File: src/rtl/gc_pkg.sv
// Shared definitions for the GameCube-side Joybus receive path.
package gc_pkg;

  // Receive state of the bit decoder.
  typedef enum logic [1:0] {
    ST_IDLE,
    ST_LOW,
    ST_HIGH,
    ST_ERR
  } gc_state_t;

  // Data bits in one controller response, excluding the stop bit.
  localparam int GC_FRAME_BITS = 64;

  // System clock the default timing constants are derived from.
  localparam int CLK_HZ = 50_000_000;

  // Longest low phase still read as a '1' (2 us).
  localparam int GC_SHORT_MAX = CLK_HZ / 500_000;

  // Low phase length treated as a stuck line (5 us).
  localparam int GC_LOW_MAX = CLK_HZ / 200_000;

  // High time after a bit that closes the frame (5 us).
  localparam int GC_IDLE_CYCLES = CLK_HZ / 200_000;

  function automatic int gc_max(input int a, input int b);
    return (a > b) ? a : b;
  endfunction

endpackage

File: src/rtl/gc_pulse_timer.sv
// Edge detector plus saturating width counter for a single-wire serial line.
// 'reached' is high in the cycle whose count update brings the counter to
// 'limit', so a phase of exactly 'limit' samples trips it.
module gc_pulse_timer #(
  parameter int W = 8
) (
  input  logic         clk,
  input  logic         rst_n,
  input  logic         level,
  input  logic         restart,
  input  logic         clear,
  input  logic [W-1:0] limit,
  output logic         fall,
  output logic         rise,
  output logic [W-1:0] count,
  output logic         reached
);

  logic prev;

  assign fall    = prev & ~level;
  assign rise    = ~prev & level;
  assign reached = ({1'b0, count} + 1'b1) >= {1'b0, limit};

  // Previous line value; idle line is high, so it resets to 1.
  always_ff @(posedge clk or negedge rst_n) begin
    if (!rst_n) begin
      prev <= 1'b1;
    end else begin
      prev <= level;
    end
  end

  // Width counter: clear to 0, restart at 1 (the edge sample itself), else saturating count.
  always_ff @(posedge clk or negedge rst_n) begin
    if (!rst_n) begin
      count <= '0;
    end else if (clear) begin
      count <= '0;
    end else if (restart) begin
      count <= {{(W-1){1'b0}}, 1'b1};
    end else if (count != {W{1'b1}}) begin
      count <= count + 1'b1;
    end
  end

endmodule

File: src/rtl/gc_bit_decoder.sv
// Joybus receive decoder: classifies each bit by its low-phase width, shifts
// the bits into a response register and closes the frame on an idle-high timeout.
module gc_bit_decoder import gc_pkg::*; #(
  parameter int NBITS       = GC_FRAME_BITS,
  parameter int SHORT_MAX   = GC_SHORT_MAX,
  parameter int LOW_MAX     = GC_LOW_MAX,
  parameter int IDLE_CYCLES = GC_IDLE_CYCLES
) (
  input  logic             clk,
  input  logic             rst_n,
  input  logic             debounced,
  input  logic             enable,
  output logic [NBITS-1:0] data,
  output logic             valid,
  output logic             error,
  output logic             busy
);

  localparam int CW = $clog2(gc_max(LOW_MAX, IDLE_CYCLES) + 1);
  localparam int BW = $clog2(NBITS + 2);

  localparam logic [CW-1:0] SHORT_C = CW'(SHORT_MAX);
  localparam logic [CW-1:0] LOW_C   = CW'(LOW_MAX);
  localparam logic [CW-1:0] IDLE_C  = CW'(IDLE_CYCLES);
  localparam logic [BW-1:0] FULL_C  = BW'(NBITS + 1);

  gc_state_t        state, state_next;
  logic [NBITS:0]   sr, sr_next;
  logic [BW-1:0]    bitcnt, bitcnt_next;
  logic [NBITS-1:0] data_next;
  logic             valid_next, error_next;
  logic             restart, clear, bit_val;
  logic [CW-1:0]    limit, count;
  logic             fall, rise, reached;

  gc_pulse_timer #(.W(CW)) u_timer (
    .clk     (clk),
    .rst_n   (rst_n),
    .level   (debounced),
    .restart (restart),
    .clear   (clear),
    .limit   (limit),
    .fall    (fall),
    .rise    (rise),
    .count   (count),
    .reached (reached)
  );

  assign busy = (state != ST_IDLE);

  // State, shift register, bit count and the registered outputs.
  always_ff @(posedge clk or negedge rst_n) begin
    if (!rst_n) begin
      state  <= ST_IDLE;
      sr     <= '0;
      bitcnt <= '0;
      data   <= '0;
      valid  <= 1'b0;
      error  <= 1'b0;
    end else begin
      state  <= state_next;
      sr     <= sr_next;
      bitcnt <= bitcnt_next;
      data   <= data_next;
      valid  <= valid_next;
      error  <= error_next;
    end
  end

  // Next-state logic; enable (adapter transmitting) overrides everything and aborts quietly.
  always_comb begin
    state_next  = state;
    sr_next     = sr;
    bitcnt_next = bitcnt;
    data_next   = data;
    valid_next  = 1'b0;
    error_next  = 1'b0;
    restart     = 1'b0;
    clear       = 1'b0;
    limit       = (state == ST_LOW) ? LOW_C : IDLE_C;
    bit_val     = (count <= SHORT_C);
    if (enable) begin
      state_next  = ST_IDLE;
      clear       = 1'b1;
      sr_next     = '0;
      bitcnt_next = '0;
    end else begin
      case (state)
        ST_IDLE: begin
          clear   = ~fall;
          restart = fall;
          if (fall) begin
            state_next  = ST_LOW;
            sr_next     = '0;
            bitcnt_next = '0;
          end
        end
        ST_LOW: begin
          if (rise) begin
            restart = 1'b1;
            if (bitcnt == FULL_C) begin
              error_next = 1'b1;
              state_next = ST_ERR;
            end else begin
              sr_next     = {sr[NBITS-1:0], bit_val};
              bitcnt_next = bitcnt + 1'b1;
              state_next  = ST_HIGH;
            end
          end else if (reached) begin
            clear      = 1'b1;
            error_next = 1'b1;
            state_next = ST_ERR;
          end
        end
        ST_HIGH: begin
          if (fall) begin
            restart    = 1'b1;
            state_next = ST_LOW;
          end else if (reached) begin
            clear      = 1'b1;
            state_next = ST_IDLE;
            if (bitcnt == FULL_C && sr[0]) begin
              data_next  = sr[NBITS:1];
              valid_next = 1'b1;
            end else begin
              error_next = 1'b1;
            end
          end
        end
        ST_ERR: begin
          if (!debounced) begin
            clear = 1'b1;
          end else if (reached) begin
            clear      = 1'b1;
            state_next = ST_IDLE;
          end
        end
        default: begin
          state_next = ST_IDLE;
        end
      endcase
    end
  end

endmodule
File: config.mk
export PLATFORM = sky130hd
export DESIGN_NAME = gc_bit_decoder
export DESIGN_NICKNAME = d
export VERILOG_FILES = /design/src/rtl/gc_pkg.sv /design/src/rtl/gc_pulse_timer.sv /design/src/rtl/gc_bit_decoder.sv
export SDC_FILE = /design/constraint.sdc
export NUM_CORES = 1
export LEC_CHECK = 0
export BUFFER_PORTS_ARGS = -buffer_cell sky130_fd_sc_hd__clkbuf_2
export CORE_UTILIZATION = 30
export CTS_CLUSTER_DIAMETER = 150
export CTS_CLUSTER_SIZE = 16
export DETAILED_ROUTE_END_ITERATION = 6
export SYNTH_ARGS = -nofsm -noshare
export SYNTH_HDL_FRONTEND = slang
export SYNTH_SLANG_ARGS = --single-unit
File: constraint.sdc
create_clock -name clk -period 3.35 [get_ports clk]
set_input_delay 0.1675 -clock clk [delete_from_list [all_inputs] [get_ports clk]]
set_output_delay 0.1675 -clock clk [all_outputs]
set_load 0.01 [all_outputs]
==> results of run 1 <==
==> worst max-delay path by stage <==
stage / endpoint / depth (start not counted) / slack (ps) / startpoint
after floorplan: data[0] / 8 / 1030 / u_timer.count[0]
after global placement: data[63] / 7 / 860 / u_timer.count[0]
after detailed placement: data[51] / 7 / 830 / u_timer.count[0]
after CTS: data[51] / 7 / 830 / u_timer.count[0]
after global routing: bitcnt[4] / 8 / 670 / state[0]
final: data[3] / 7 / 810 / u_timer.count[0]
==> through the flow <==
step	utilization, %	hold WS [ps]	setup WS, ps	instance area, um^2	instances
6_report	37.1	188	814	7930	941
2_1_floorplan	-	-128	1030	6620	587
3_5_place_dp	34.2	170	835	7300	908
3_3_place_gp	34.2	169	860	7300	908
5_1_grt	37.1	188	667	7930	941
4_1_cts	37.1	168	827	7930	941
==> per-layer routing <==
metal | track usage [%] | up-vias
li1 | - | 2148
met1 | 17.2 | 2237
met2 | 19.4 | 100
met3 | 3.64 | 9
met4 | 3.99 | 0
met5 | 0 | -
==> state kept, by name, indices dropped and copies added, names as in the netlist <==
register	flops
error	1
state	2
u_timer.prev	1
data	64
u_timer.count	8
bitcnt	7
sr	65
valid	1
==> report_power, final <==
part	leakage, nW	total (mW)	internal (mW)	switching [mW]
Sequential	2.08	1.81	1.80	0.00311
Clock	0.286	1.96	1.21	0.744
Combinational	1.82	0.122	0.0258	0.0960
Total	4.19	3.89	3.04	0.843
==> logic make-up (layout without fill, tap and decap cells) <==
family / after synthesis / count (layout) / share of synthesized area (%)
buf+inv: 45 / 124 / 3.23
simple gates: 262 / 262 / 17.9
fa+ha+maj: 9 / 9 / 1.70
compound gates: 54 / 54 / 5.97
mux: 64 / 64 / 14.3
flops: 149 / 149 / 56.4
xor+xnor: 4 / 4 / 0.529
==> repair_timing <==
item | in CTS | in global routing
endpoints found under the hold margin | 55 | 0
hold buffers | 2 | 0
setup buffers | 0 | 0
==> cell usage in the layout (no fill, tap or decap), types with 4 or more instances in the layout <==
| cell | count |
|---|---|
| dfrtp_1 | 148 |
| buf_12 | 5 |
| mux2_4 | 60 |
| a21oi_1 | 10 |
| and3_1 | 4 |
| nand3_1 | 72 |
| nor3_1 | 4 |
| a31oi_1 | 4 |
| inv_1 | 12 |
| xnor2_1 | 4 |
| clkbuf_2 | 69 |
| clkbuf_16 | 17 |
| buf_4 | 4 |
| nor2_1 | 13 |
| nand2_1 | 140 |
| nand2b_1 | 5 |
| ha_1 | 9 |
| o21ai_0 | 16 |
| mux2_2 | 4 |
| nand4_1 | 5 |
| nor2b_1 | 6 |
==> final cells by class <==
type / instances / area, um^2 / share of cell area (%)
Timing Repair Buffer: 81 / 507 / 6.39
Clock buffer: 21 / 460 / 5.81
Inverter: 12 / 45.0 / 0.568
Clock inverter: 10 / 148 / 1.86
Sequential cell: 149 / 3730 / 47.0
Multi-Input combinational cell: 393 / 2700 / 34.0
Tap cell: 275 / 344 / 4.34
==> cells in the mapped netlist, types with 2 or more instances <==
library cell,instances
dfrtp_1,148
nand2_1,140
nand3_1,72
mux2_4,60
clkbuf_1,19
o21ai_0,16
nor2_1,13
inv_1,12
a21oi_1,10
ha_1,9
buf_1,8
nor2b_1,7
buf_6,6
nand2b_1,5
nand4_1,5
a31oi_1,4
and3_1,4
mux2_2,4
nor3_1,4
xnor2_1,4
a211oi_1,3
and4_1,3
o31ai_1,3
a2111oi_0,2
a21oi_2,2
a2bb2oi_1,2
a311o_1,2
nand3b_1,2
o21bai_1,2
==> impl_metrics.ini, run 1 <==
[timing]
hold_violations = 0
rsz0062_at_grt = false
finClkSkew_ps = 10.9
period_needed_ps = 2540
setup_viol = 0
timing.slew.headroom_pct = 59.3
fin_tns_setup_ps = 0
report.final.slew_viol_count = 0
tightest_slew_ps = 610
fmax_mhz = 394
finalCritPeriodShare_pct = 75.7

[global_routing]
grt_max_degree = 95
grt_pass1_vias = 4351
overflow = 0
antenna_found_initial = 0
grt_pass1_wl_um = 22400
grt_usage_pct = 12.7

[clock_network]
cts_tree = done
cts_buffers = 17
cts.path.max_buffers = 2
root_buffer = clkbuf_16
clock-sinks = 149
htreeDepth = 4
path_clk_slew_ps = 60
clk_latency_ps = 420
cts_resized = 0

[detailed_routing]
dr.max_layer_used = met4
wl_met3_um = 547
wl_met2_um = 6280
routedWlPerCell_um = 14.5
met1_length_um = 6670
antenna_left = 0
drt_iter0_drc = 295
dr_total_vias = 4494
drcViolationCount = 0
drt_pass1_iterations = 5
viasPerCell = 4.78
routed_wl_um = 13600

[placed_design]
io_buffer_count = 70
hpwlAfterDp_um = 8640
gp_congestion = 0.845

[pwr]
power_mw = 3.89
peakVddDrop_v = 0.000275
p_leak_nw = 4.19
powerDensity_nw_per_um2 = 490

[worst_hold_path]
holdPathEnd = state[1]
hold_depth = 2
hp-start = enable
hp-class = primary input to flop

[floorplan]
dieArea_um2 = 22700
start_util_pct = 31.0
io_pins = 71
fp.dieW_um = 151
chipHeight_um = 151
core_um2 = 21400
fp-row-count = 53

[critical_path]
cp.buffers_inverters = 1
path_cells = ha_1, and3_1, nand4_1, nand2_1, o221ai_4, buf_12, mux2_4
cp_data_arrival_time_ps = 2830
end_kind = flop
critPathSlowestCell = dfrtp_1
worst-setup-path-type = flop to flop
start_kind = flop
required_ps = 3650
cpPeakStageDelay_ps = 480
cpLargestDelayFamily = simple AND/OR/NAND/NOR gates
rr_startpoint = u_timer.count[0]
worst-path-max-fanout = 34
reg2reg_setup_slack_ps = 810
reg2regPathDepth = 7
r2r-end = data[3]

[finish]
drive_above_1_share_pct = 27.3
nets = 667
area_delta_synth_final_pct = 19.8
n_antenna_cell = 0
n_fill_cell = 2075

[synthesis]
synthesis.nets = 600
async_flop_share_pct = 100
synth_ff_type = dfrtp_1
yosysWarnings = 0
synth.avg_cell_area_um2 = 11.3
syn_area_um2 = 6620
yosysTopAreaCellShare_pct = 56.0
ys_top_cells_by_area = dfrtp_1 56%, mux2_4 14%, nand2_1 7.9%, nand3_1 5.4%, ha_1 1.7%
ys_types = 45
syn_inst = 587
yosys.area.top_type = dfrtp_1
yosysSeqAreaShare_pct = 56.4
synth-seq-cells = 149
synth_enable_flop_cells = 0

[run]
maxCapViolCount = 0

[outcome]
outcome = complete, no violations
No activity file was read; power rests on OpenSTA's default activity.
==> run 2: changes to the inputs <==
==> constraint.sdc (replaced) <==
create_clock -name clk -period 2.2 [get_ports clk]
set_input_delay 0.11 -clock clk [delete_from_list [all_inputs] [get_ports clk]]
set_output_delay 0.11 -clock clk [all_outputs]
set_load 0.01 [all_outputs]
==> run 2 against run 1 <==
Against the previous run:
- the flow now finishes with violations (negative setup slack)
- total power increased by 52%
- critical path depth rose by 2
- setup slack worse by 850 ps
- clock skew is 2.8 ps lower
- register-to-register slack got worse by 850 ps
- cell area rose by 8.2%
- hold slack got worse by 94 ps
- flip-flop and latch count unchanged
- clock-buffer cell count decreased by 2
- core utilization up 3.1 points
- critical path type unchanged
- final cell count up 5.1%
- critical endpoint is now data[7]
==> impl_metrics.ini, run 2 (synthesis gave the netlist of run 1 again) <==
[outcome]
outcome = finished with violations
violations = negative setup slack

[global_routing]
grt_pass1_vias = 4584
grt_pass1_wl_um = 24400
grt_usage_pct = 13.9
use_met3_pct = 3.39
antenna_found_initial = 0
grt_max_degree = 59
top_usage_layer = met2
grt.met1_usage_pct = 18.9
overflow = 0
met2_usage_pct = 21.2

[timing]
finalCritPeriodShare_pct = 102
report.final.slew_viol_count = 0
rsz0062_at_grt = true
fmax_mhz = 447
tightest_slew_ps = 516
setup_viol = 63
timing.slew.headroom_pct = 65.6
hold_slack_ps = 93.3
setup_ws_ps = -36.1
finClkSkew_ps = 8.15
hold_violations = 0
period_needed_ps = 2240

[critical_path]
required_ps = 2510
path_cells = inv_2, ha_4, nor2_4, a2111oi_4, nand3b_1, o221ai_4, buf_8, clkbuf_16, mux2_4
cpPeakStageDelay_ps = 440
critPathSlowestCell = dfrtp_2
cp_data_arrival_time_ps = 2540
cp.buffers_inverters = 3
start_kind = flop
reg2reg_setup_slack_ps = -40
worst-setup-path-type = flop to flop
cpLargestDelayFamily = flip-flops
end_kind = flop
worst-path-max-fanout = 7

[floorplan]
io_pins = 71
fp-row-count = 53
start_util_pct = 31.0
fp.dieW_um = 151
dieArea_um2 = 22700
core_um2 = 21400
chipHeight_um = 151

[clock_network]
clock-sinks = 149
clk_latency_ps = 430
cts_tree = done
cts_buffers = 17
path_clk_slew_ps = 70
htreeDepth = 4
cts.path.max_buffers = 2
root_buffer = clkbuf_16

[detailed_routing]
routedWlPerCell_um = 15.1
drcViolationCount = 0
antenna_left = 0
drt_iter0_drc = 246
routed_wl_um = 14900
dr_total_vias = 4697
viasPerCell = 4.75
drt_pass1_iterations = 4

[placed_design]
gp_congestion = 0.830
io_buffer_count = 70
dpl_worst_slack_ps = -85.5
post_dp_cell_area_um2 = 7570
hpwlAfterDp_um = 9220

[finish]
reg_top3 = sr x65, data x64, u_timer.count x8
final_common_cell = dfrtp_1
largest_reg_flops = 65
nets = 714
finish.instance_area_um2 = 8580
n_antenna_cell = 0
final_cell_mix = 145 x dfrtp_1, 138 x nand2_1, 72 x nand3_1
drive_above_1_share_pct = 34.9
regMostFlops = sr
area_delta_synth_final_pct = 29.7

[run]
maxCapViolCount = 0

[pwr]
powerDensity_nw_per_um2 = 688
peakVddDrop_v = 0.000399
p_leak_nw = 4.53

[worst_hold_path]
hp-class = primary input to flop
==> run 2: routing by layer <==
| metal | up-vias | routed length, um |
|---|---|---|
| li1 | 2259 | - |
| met1 | 2323 | 7400 |
| met2 | 96 | 6720 |
| met3 | 19 | 555 |
| met4 | 0 | 261 |
| met5 | - | 0 |
==> run 2: worst paths after layout <==
check | from | endpoint | depth (start not counted)
min | enable | state[1] | 2
max reg2reg | u_timer.count[0] | data[7] | 9
max in group asynchronous | rst_n | u_timer.prev | 3
min in group asynchronous | rst_n | sr[63] | 2
min reg2reg | sr[64] | sr[64] | 2
max | u_timer.count[0] | data[7] | 9
==> run 2: worst reg2reg max path, cell delays in order (launching register included) <==
cell and delay [ps]:
dfrtp_2 440, inv_2 70, ha_4 280, nor2_4 50, a2111oi_4 300, nand3b_1 200
o221ai_4 150, buf_8 180, clkbuf_16 170, mux2_4 300
==> run 2: through the flow <==
step	TNS, ps	utilization, %	instances	power [mW]
6_report	-933	40.2	989	5.90
5_1_grt	-6570	40.2	989	6.09
4_1_cts	-667	39.5	983	5.96
3_5_place_dp	-3360	35.5	939	3.01
3_3_place_gp	-1770	35.5	939	3.01
2_1_floorplan	0	-	587	2.88
==> run 2: layout make-up <==
| class | count | area, um^2 |
|---|---|---|
| Fill cell | 1992 | 12800 |
| Timing Repair Buffer | 128 | 1050 |
| Clock buffer | 19 | 443 |
| Sequential cell | 149 | 3730 |
| Inverter | 12 | 50.0 |
| Clock inverter | 13 | 149 |
| Multi-Input combinational cell | 393 | 2810 |
| Tap cell | 275 | 344 |
==> run 2: power breakdown <==
group | switching [mW] | total (mW) | internal, mW
logic | 0.159 | 0.227 | 0.0686
registers | 0.00510 | 2.75 | 2.74
clock network | 1.20 | 2.92 | 1.72
==> run 2: timing repair <==
item | in CTS | in global routing
pin swaps | 7 | 6
setup endpoints to repair | 64 | 80
gates resized for setup | 25 | 17
hold buffers | 2 | 0
buffers inserted | 6 | 4
endpoints found under the hold margin | 49 | 0
gates cloned | 4 | 2
